[src/rtl/clicklatch_multi.sv]
`default_nettype none
// ============================================================================
// Module   : clicklatch_multi
// Purpose  : Multichannel click edge latch. Each channel synchronises an
//            asynchronous detector click and turns every low-to-high
//            transition into a one-clock 'data' pulse. A programmable dead
//            time (hold-off) follows every accepted edge; edges arriving
//            inside it are reported on 'blocked' instead. Same-cycle
//            multi-channel events are flagged on 'multi'.
// Ports    : clock     - system clock, rising edge
//            reset     - synchronous, active-high reset
//            click     - [CHANNELS] asynchronous detector pulses
//            enable    - [CHANNELS] per-channel enable
//            deadtime  - [DEADTIME_W] hold-off length in clocks, captured
//                        when an edge is accepted
//            data      - [CHANNELS] one-clock pulse per accepted edge
//            blocked   - [CHANNELS] one-clock pulse per rejected edge
//            any_click - OR of data
//            multi     - two or more data bits high in the same cycle
// Revision : 1.0 - initial release
// ============================================================================
module clicklatch_multi #(
    parameter int CHANNELS    = 8,
    parameter int SYNC_STAGES = 2,
    parameter int DEADTIME_W  = 8
) (
    input  logic                  clock,
    input  logic                  reset,
    input  logic [CHANNELS-1:0]   click,
    input  logic [CHANNELS-1:0]   enable,
    input  logic [DEADTIME_W-1:0] deadtime,
    output logic [CHANNELS-1:0]   data,
    output logic [CHANNELS-1:0]   blocked,
    output logic                  any_click,
    output logic                  multi
);

    localparam logic [DEADTIME_W-1:0] c_dt_one   = {{(DEADTIME_W-1){1'b0}}, 1'b1};
    localparam logic [CHANNELS-1:0]   c_data_one = {{(CHANNELS-1){1'b0}}, 1'b1};

    // r_sync[i][0] is the first capture flop; the MSB is the synchronised
    // sample s[i].
    logic [SYNC_STAGES-1:0] r_sync [CHANNELS];
    logic [DEADTIME_W-1:0]  r_dt   [CHANNELS];
    logic [CHANNELS-1:0]    r_prev;
    logic [CHANNELS-1:0]    r_data;
    logic [CHANNELS-1:0]    r_blocked;
    logic [CHANNELS-1:0]    w_edge;

    always_comb begin
        w_edge = '0;
        for (int i = 0; i < CHANNELS; i++) begin
            w_edge[i] = r_sync[i][SYNC_STAGES-1] & ~r_prev[i];
        end
    end

    always_ff @(posedge clock) begin
        if (reset) begin
            // Synchroniser and previous sample reset high so that a click
            // held through reset is not seen as a fresh rising edge.
            for (int i = 0; i < CHANNELS; i++) begin
                r_sync[i] <= '1;
                r_dt[i]   <= '0;
            end
            r_prev    <= '1;
            r_data    <= '0;
            r_blocked <= '0;
        end else begin
            for (int i = 0; i < CHANNELS; i++) begin
                r_sync[i]    <= {r_sync[i][SYNC_STAGES-2:0], click[i]};
                r_prev[i]    <= r_sync[i][SYNC_STAGES-1];
                r_data[i]    <= 1'b0;
                r_blocked[i] <= 1'b0;
                if (w_edge[i] && enable[i] && (r_dt[i] == '0)) begin
                    r_data[i] <= 1'b1;
                    r_dt[i]   <= deadtime;
                end else begin
                    // A rejected edge does not restart the hold-off; the
                    // counter keeps running down either way.
                    if (w_edge[i] && enable[i]) begin
                        r_blocked[i] <= 1'b1;
                    end
                    if (r_dt[i] != '0) begin
                        r_dt[i] <= r_dt[i] - c_dt_one;
                    end
                end
            end
        end
    end

    assign data      = r_data;
    assign blocked   = r_blocked;
    assign any_click = |r_data;
    // Clearing the lowest set bit leaves something only if two or more
    // bits were set.
    assign multi     = (r_data & (r_data - c_data_one)) != '0;

endmodule
`default_nettype wire
[config.mk]
export PLATFORM = sky130hd
export DESIGN_NAME = clicklatch_multi
export DESIGN_NICKNAME = d
export VERILOG_FILES = /design/src/rtl/clicklatch_multi.sv
export SDC_FILE = /design/constraint.sdc
export NUM_CORES = 1
export LEC_CHECK = 0
export ABC_AREA = 0
export CAP_MARGIN = 0
export CORE_AREA = 2 2 95 97
export CTS_CLUSTER_DIAMETER = 50
export DETAILED_ROUTE_END_ITERATION = 6
export DIE_AREA = 0 0 97 99
export HOLD_SLACK_MARGIN = 0.12
export PLACE_DENSITY = 0.78
export SETUP_SLACK_MARGIN = 0.4
export SYNTH_ARGS = -nofsm -noshare
export SYNTH_HDL_FRONTEND = slang
export SYNTH_SLANG_ARGS = --single-unit
[constraint.sdc]
create_clock -name clock -period 3.5 [get_ports clock]
set_clock_uncertainty 0.1 [all_clocks]
set_input_delay 0.7 -clock clock [delete_from_list [all_inputs] [get_ports clock]]
set_output_delay 0.7 -clock clock [all_outputs]
set_load 0.02 [all_outputs]
Word-level counts from Yosys, hierarchy flattened

Memory sizes are Yosys's and may differ from the RTL's.
Cells that the tools add are included.

Register bits after elaboration: 24
Bits in writable memories: 80
Input port bits: 26
Output and inout port bits: 18
Memories kept: 2

$add $sub $neg: 9
Multiplexer cells: 91
Bitwise gates (word level): 41
Reductions and logical operators: 42

Memory list:

| name   | words | width | read ports | clocked after Yosys merged registers in | wr ports | RTL line | source |
|---|---|---|---|---|---|---|---|
| r_dt   | 8     | 8     | 8          | 0                                       | 8        | 44       | `logic [DEADTIME_W-1:0] r_dt [CHANNELS];` |
| r_sync | 8     | 2     | 8          | 0                                       | 8        | 43       | `logic [SYNC_STAGES-1:0] r_sync [CHANNELS];` |

Operator list:

| cell                | count |
|---|---|
| $mux 8              | 16 |
| $reduce_bool 8->1   | 9 |
| $sub 8x1->8 const B | 9 |
| $mux 1              | 67 |
| $logic_not 8->1     | 8 |
| $or 1x1->1          | 24 |
| $logic_and 1x1->1   | 16 |
| $mux 2              | 8 |
| $reduce_or 2->1     | 8 |
| $and 1x1->1         | 8 |
| $and 8x8->8         | 1 |
| $not 1->1           | 8 |
| $reduce_or 8->1     | 1 |

Depth between registers and ports, before layout

Gate-level depths: netlist (run 1).

Word-level depth: 9
Mapped depth: 7

Worst setup path after synthesis (run 1)

No wires, ideal clock.

Kind: in2reg
From: in reset
To: mem r_dt[2][0], in the netlist r_dt[0][16] (enable)
Library setup time: 329 ps
Arrival time: 1869 ps
Slack: 1202 ps
Cell stages on the path: 5
Path buffers: 3
Path through: clkbuf_1 -> clkbuf_1 -> buf_1 -> nor2_1 -> nand2_1

RTL lines:

| item        | RTL line | source |
|---|---|---|
| from (decl) | 28       | `input logic reset,` |
| to (decl)   | 44       |  |

Final worst setup path (run 1)

From: reg r_data[2], in the netlist data[2]
To: out multi

Word-level cells in the longest chain between the ends: 3

RTL lines:

| item                              | RTL line | source |
|---|---|---|
| from (decl)                       | 46       | `logic [CHANNELS-1:0] r_data;` |
| from (signal assigned)            | 66       | `r_data <= '0;` |
| from (signal, indexed assignment) | 72       | `r_data[i] <= 1'b0;` |
| from (signal, indexed assignment) | 75       | `r_data[i] <= 1'b1;` |
| $sub 8x1->8                       | 96       | `assign multi = (r_data & (r_data - c_data_one)) != '0;` |
| $and 8x8->8 *                     | 96       |  |
| $reduce_bool 8->1 *               | 96       |  |
| to (decl)                         | 35       | `output logic multi` |

Mark *: on every way between the ends. The rest lies on a longest branch, timed or not.

==> impl_metrics.csv, run 1 <==
group,metric,value,unit
global_route,grt_pass1_vias,3541,
worst_setup_path,cp-end-kind,"primary output",
clock_network,ctsResizeCount,0,
worst_setup_path,required,2700,ps
final_layout,final_core_util,0.6706,
worst_setup_path,cpPeakStageDelay,560,ps
clock_network,clockBufferDepth,2,
synthesis,yosys_warnings,0,
detailed_routing,avgRoutedWirePerCell,18.27,um
clock_network,hold_buffers,0,
die,core,0.008551,mm^2
placement,dp_hpwl,7.346,mm
global_route,antenna_found_initial,0,
final_layout,fin_nets,521,
detailed_routing,drtAntennaViolNets,0,
placement,gp_congestion,0.8267,
outcome,status,"finished clean",
synthesis,synthCells,440,
power_and_ir_drop,power.leakage,2.066,nW
die,row_count,34,
timing,fmax,338.6,MHz
detailed_routing,drt_wl_total,10.83,mm
min_path,worstHoldPathType,"flip-flop to flip-flop",
timing,slew_violations,0,
worst_setup_path,cp.arrival,2150,ps
synthesis,netlist-cell-type-count,41,
worst_setup_path,slowest_stage,"clkdlybuf4s50_1",
timing,worst-slew-pin-transition,1041,ps
clock_network,htreeDepth,3,
synthesis,synth_ff_type,"edfxtp_1",
worst_setup_path,crit_fanout,3,
power_and_ir_drop,finalPower,4.485,mW
synthesis,synth_common_cells,"edfxtp_1, o2bb2ai_1, dfxtp_1",
die,dieArea,0.009603,mm^2
final_layout,drive_gt1_frac,0.1113,
global_route,grt_usage,0.2307,
timing,rsz0062_at_grt,"no",
global_route,grt_pass1_wl,17.45,mm
synthesis,syn_avg_cell_area,11.35,um^2
clock_network,cts.sinks,104,
synthesis,synth_edf_count,64,
timing,setup_viol,0,
global_route,grt_max_degree,37,
clock_network,cts_tree,"built",
detailed_routing,drt_iter0_markers,200,
synthesis,ys_ff_latch,104,
detailed_routing,vias,3496,
final_layout,area_growth,14.78,%
synthesis,synth.most_common_cell,"edfxtp_1",
final_layout,diodes,0,
timing,min_period,2954,ps
synthesis,synth_area,0.004996,mm^2
clock_network,clock_latency,370,ps
clock_network,path_clk_slew,90,ps
synthesis,synth_top_area_cell,"edfxtp_1",
synthesis,synth.area.top_cells,"edfxtp_1, dfxtp_1, o2bb2ai_1",
worst_setup_path,r2r_setup_slack,980,ps
worst_setup_path,path_cells,"or3_1, nor3_1, o21a_1, o22ai_1, clkdlybuf4s50_1",
worst_setup_path,worst-setup-path-type,"flip-flop to primary output",
timing,fin_setup_tns,0,ps
clock_network,cts_made_buffers,9,
timing,timing.slew.headroom,0.3000,
clock_network,postCtsSetupRepairBufs,0,
power_and_ir_drop,p_per_area,782.1,mW/mm^2
die,die_w,97,um
clock_network,root_buffer,"clkbuf_8",
worst_setup_path,startpoint_type,"flip-flop",
timing,finalHoldViolations,0,
die,die_height,99,um
detailed_routing,route.detailed.drc,0,
synthesis,synth_nets,481,
synthesis,async_flop_share,0,
die,ios,44,
detailed_routing,vias_per_cell,5.895,
job,drv_cap,0,
die,start_util,0.5843,
power_and_ir_drop,peakVddDrop,341.3,uV
global_route,gr-total-overflow,0,
synthesis,synth_top_cell_area_share,0.3847,
synthesis,seq_area_frac_synth,0.5450,
timing,period_share,0.8439,
placement,portBuffers,43,
detailed_routing,dr.pass1.iters,4,
==> through the flow <==
step,hold slack [ps],cells,setup slack (ps),instance area (um^2)
after floorplan,289.5,440,1202,4996
after global placement,292.0,577,1008,5509
after detailed placement,293.4,577,987.7,5509
after CTS,312.9,593,572.5,5734
after global routing,320.8,593,428.1,5734
final,313.0,593,546.2,5734
==> sequential cells by signal, summed over array words and instances (netlist names) <==
signal   count
r_dt        64
r_sync      16
blocked      8
data         8
r_prev       8
==> kinds of logic (layout without fill, tap and decap cells) <==
| kind of cell | Yosys count | count (layout) | share of synthesized area |
|---|---|---|---|
| mux | 7 | 7 | 0.01453 |
| compound gates | 75 | 75 | 0.1187 |
| simple gates | 163 | 163 | 0.1853 |
| fa+ha+maj | 16 | 16 | 0.03957 |
| buf+inv | 35 | 80 | 0.02680 |
| xor+xnor | 40 | 40 | 0.07012 |
| flops | 104 | 104 | 0.5450 |
==> layer usage <==
layer	share of wire	track usage
met3	0.046	0.03404
met5	0	0
met1	0.44	0.2915
met2	0.49	0.3996
met4	0.022	0.09534
==> final timing paths <==
kind,start,cells after the start,end
worst max-delay path,data[2]$_SDFF_PP0_,5,multi
worst min-delay path,r_sync[0][2]$_SDFF_PP1_,1,r_sync[0][3]$_SDFF_PP1_
worst max register to register,r_dt[1][11]$_DFFE_PP_,3,r_dt[1][9]$_DFFE_PP_
worst min register to register,r_sync[0][2]$_SDFF_PP1_,1,r_sync[0][3]$_SDFF_PP1_
==> cell type report <==
type	instances	area, um^2
clock buffer	13	160.2
clock inverter	3	65.06
fill	679	2816
inverter	19	71.32
multi-input combinational	301	2140
sequential	104	2723
tap	108	135.1
timing repair buffer	45	440.4
==> power by group <==
| group | switching (mW) | leakage (nW) | internal, mW | total (mW) |
|---|---|---|---|---|
| logic | 0.894 | 0.889 | 0.739 | 1.63 |
| clock network | 0.390 | 0.113 | 0.447 | 0.837 |
| registers | 0.266 | 1.06 | 1.75 | 2.02 |
==> placed cells by master (no fill, tap or decap), types with 2 or more instances in the layout <==
cell type and count:
edfxtp_1 64, o2bb2ai_1 46, clkdlybuf4s50_1 42, dfxtp_1 40
nor2_1 39, xnor2_1 26, nand2_1 26, or2_2 24
inv_1 18, ha_1 15, xor2_1 14, nor4_1 12
nor3_1 12, nand3b_1 11, o21ai_0 9, clkbuf_8 9
nand2b_1 8, a211oi_1 7, nor2b_1 6, mux2i_1 5
o31ai_1 4, or3_1 4, nand3_1 4, a21oi_1 4
or4_4 3, nor3b_1 3, nor3_2 3, clkbuf_1 3
or4_1 2, mux2_2 2, a311oi_1 2, or4b_2 2
bufinv_16 2, buf_4 2
==> critical path, delay by kind of cell (launching register included) <==
kind / cells / cell delay (ps)
AND/OR/NAND/NOR: 2 / 620
flip-flops: 1 / 340
buffers and inverters: 1 / 560
AO/OA/AOI/OAI: 2 / 280
No activity file was read; power rests on OpenSTA's default activity.
==> inputs of run 2 (changes only) <==
--- a/config.mk
+++ b/config.mk
@@ -7,12 +7,12 @@
 export LEC_CHECK = 0
 export ABC_AREA = 0
 export CAP_MARGIN = 0
-export CORE_AREA = 2 2 95 97
+export CORE_AREA = 2 2 102 104
 export CTS_CLUSTER_DIAMETER = 50
 export DETAILED_ROUTE_END_ITERATION = 6
-export DIE_AREA = 0 0 97 99
+export DIE_AREA = 0 0 104 106
 export HOLD_SLACK_MARGIN = 0.12
-export PLACE_DENSITY = 0.78
+export PLACE_DENSITY = 0.71
 export SETUP_SLACK_MARGIN = 0.4
 export SYNTH_ARGS = -nofsm -noshare
 export SYNTH_HDL_FRONTEND = slang
==> constraint.sdc (replaced) <==
create_clock -name clock -period 2.55 [get_ports clock]
set_clock_uncertainty 0.1 [all_clocks]
set_input_delay 0.51 -clock clock [delete_from_list [all_inputs] [get_ports clock]]
set_output_delay 0.51 -clock clock [all_outputs]
set_load 0.02 [all_outputs]
==> impl_metrics.csv, run 2 (synthesis results as in run 1) <==
group,metric,value,unit
outcome,status,"finished clean",
die,die_w,104,um
timing,timing.slew.headroom,0.5577,
clock_network,htreeDepth,3,
job,drv_cap,0,
timing,worst-slew-pin-transition,663.4,ps
global_route,grt_max_degree,26,
worst_setup_path,crit_start,"data[3]$_SDFF_PP0_",
worst_setup_path,cp.arrival,1610,ps
placement,portBuffers,43,
detailed_routing,vias,3506,
detailed_routing,route.detailed.drc,0,
clock_network,cts_made_buffers,9,
placement,gp_congestion,0.8551,
global_route,grt_pass1_vias,3319,
clock_network,path_clk_slew,100,ps
power_and_ir_drop,finalPower,6.283,mW
global_route,gr-total-overflow,0,
die,ios,44,
min_path,worstHoldPathType,"flip-flop to flip-flop",
die,start_util,0.4996,
global_route,grt_usage,0.2003,
final_layout,diodes,0,
worst_setup_path,crit_fanout,2,
clock_network,hold_buffers,0,
timing,slew_violations,0,
worst_setup_path,reg2regPathDepth,3,
die,dieArea,0.01102,mm^2
timing,finalHoldViolations,0,
global_route,antenna_found_initial,1,
detailed_routing,vias_per_cell,5.419,
final_layout,fin_nets,547,
final_layout,reg_top3,"r_dt: 64 flops, r_sync: 16 flops",
clock_network,clock_latency,370,ps
final_layout,stdcell_area,0.006058,mm^2
placement,dp_hpwl,7.398,mm
clock_network,cts_tree,"built",
timing,min_period,2217,ps
worst_setup_path,r2r_start,"r_dt[1][11]$_DFFE_PP_",
final_layout,final_common_cell,"edfxtp_1",
detailed_routing,drt_iter0_markers,182,
placement,postPlaceCellArea,0.005664,mm^2
timing,fin_setup_tns,0,ps
worst_setup_path,path_cells,"or3_4, nor3_4, o21a_1, o22ai_1, buf_4",
die,core,0.01000,mm^2
final_layout,area_growth,21.26,%
final_layout,top_register,"r_dt",
worst_setup_path,cp-end-kind,"primary output",
timing,fmax,451.0,MHz
global_route,grt_pass1_wl,17.11,mm
worst_setup_path,startpoint_type,"flip-flop",
final_layout,layout_common_cells,"edfxtp_1, o2bb2ai_1, nor2_1",
worst_setup_path,required,1940,ps
worst_setup_path,worst-setup-path-type,"flip-flop to primary output",
detailed_routing,dr.pass1.iters,5,
worst_setup_path,r2r_setup_slack,410,ps
clock_network,cts.sinks,104,
clock_network,clockBufferDepth,2,
worst_setup_path,slowest_stage,"or3_4",
worst_setup_path,crit_end,"multi",
power_and_ir_drop,peakVddDrop,386.3,uV
detailed_routing,drtAntennaViolNets,0,
timing,period_share,0.8696,
detailed_routing,avgRoutedWirePerCell,16.69,um
final_layout,drive_gt1_frac,0.1996,
detailed_routing,drt_wl_total,10.80,mm
worst_setup_path,r2r_end,"r_dt[1][15]$_DFFE_PP_",
die,die_height,106,um
worst_setup_path,cpPeakStageDelay,400,ps
final_layout,largest_reg_flops,64,
clock_network,root_buffer,"clkbuf_8",
timing,setup_viol,0,
die,row_count,37,
power_and_ir_drop,p_per_area,1037,mW/mm^2
timing,rsz0062_at_grt,"yes",
power_and_ir_drop,power.leakage,2.250,nW
[run 2: changes by cell type in the layout (fill, tap and decap cells not counted), moves of 3 or more]
cell / change
clkdlybuf4s50_1: -4
nor4_1: -5
clkbuf_1: -3
nor4_2: +3
dfxtp_2: +3
buf_4: +26
dfxtp_1: -3
[run 2: routing by layer]
| layer | wire (um) | vias up | GRT usage |
|---|---|---|---|
| met5 | 0 | - | 0 |
| met4 | 293 | 0 | 0.09653 |
| met3 | 563 | 24 | 0.03495 |
| met2 | 5098 | 93 | 0.3120 |
| met1 | 4846 | 1653 | 0.2727 |
| li1 | - | 1736 | - |
[run 2: where the power goes]
| group | switching, mW | internal, mW | total [mW] |
|---|---|---|---|
| clock | 0.560 | 0.535 | 1.10 |
| combinational | 1.27 | 1.15 | 2.42 |
| sequential | 0.363 | 2.40 | 2.76 |
| total | 2.19 | 4.09 | 6.28 |
[run 2: worst max-delay path: cells and delay by family (launching register included)]
kind                   cells  cell delay [ps]
AND/OR/NAND/NOR            2              530
buffers and inverters      1              170
flip-flops                 1              330
AO/OA/AOI/OAI              2              200
[run 2: worst min path at each step]
stage / from / end / slack [ps] / cells past startpoint
after global routing: r_sync[1][2]$_SDFF_PP1_ / r_sync[1][3]$_SDFF_PP1_ / 340 / 1
after floorplan: r_sync[0][0]$_SDFF_PP1_ / r_sync[0][1]$_SDFF_PP1_ / 290 / 1
final: r_sync[1][2]$_SDFF_PP1_ / r_sync[1][3]$_SDFF_PP1_ / 320 / 1
after detailed placement: r_sync[1][2]$_SDFF_PP1_ / r_sync[1][3]$_SDFF_PP1_ / 300 / 1
after CTS: r_sync[1][2]$_SDFF_PP1_ / r_sync[1][3]$_SDFF_PP1_ / 320 / 1
after global placement: r_sync[1][2]$_SDFF_PP1_ / r_sync[1][3]$_SDFF_PP1_ / 290 / 1
[run 2: layout make-up]
type	instances	area, um^2
fillers	847	3941
well taps	136	170.2
clock inverters	5	52.55
repair buffers	70	628.1
multi-input cells	302	2247
clock buffers	11	162.7
flip-flops and latches	104	2726
inverters	19	71.32
[run 2: through the flow]
step,util,std cells,hold WS (ps),setup WS (ps)
6_report,0.6059,647,317.0,332.6
5_1_grt,0.6059,647,336.4,261.9
4_1_cts,0.5958,638,320.5,238.6
3_5_place_dp,0.5664,620,296.8,229.8
3_3_place_gp,0.5664,620,291.6,323.3
2_1_floorplan,-,440,289.5,442.1
[run 2: what timing repair did]
| action | CTS | global route |
|---|---|---|
| resized for setup | 25 | 8 |
| setup buffers | 2 | 8 |
| gates cloned | 0 | 1 |
| endpoints found under the setup margin | 52 | 45 |
| pin swaps | 3 | 2 |
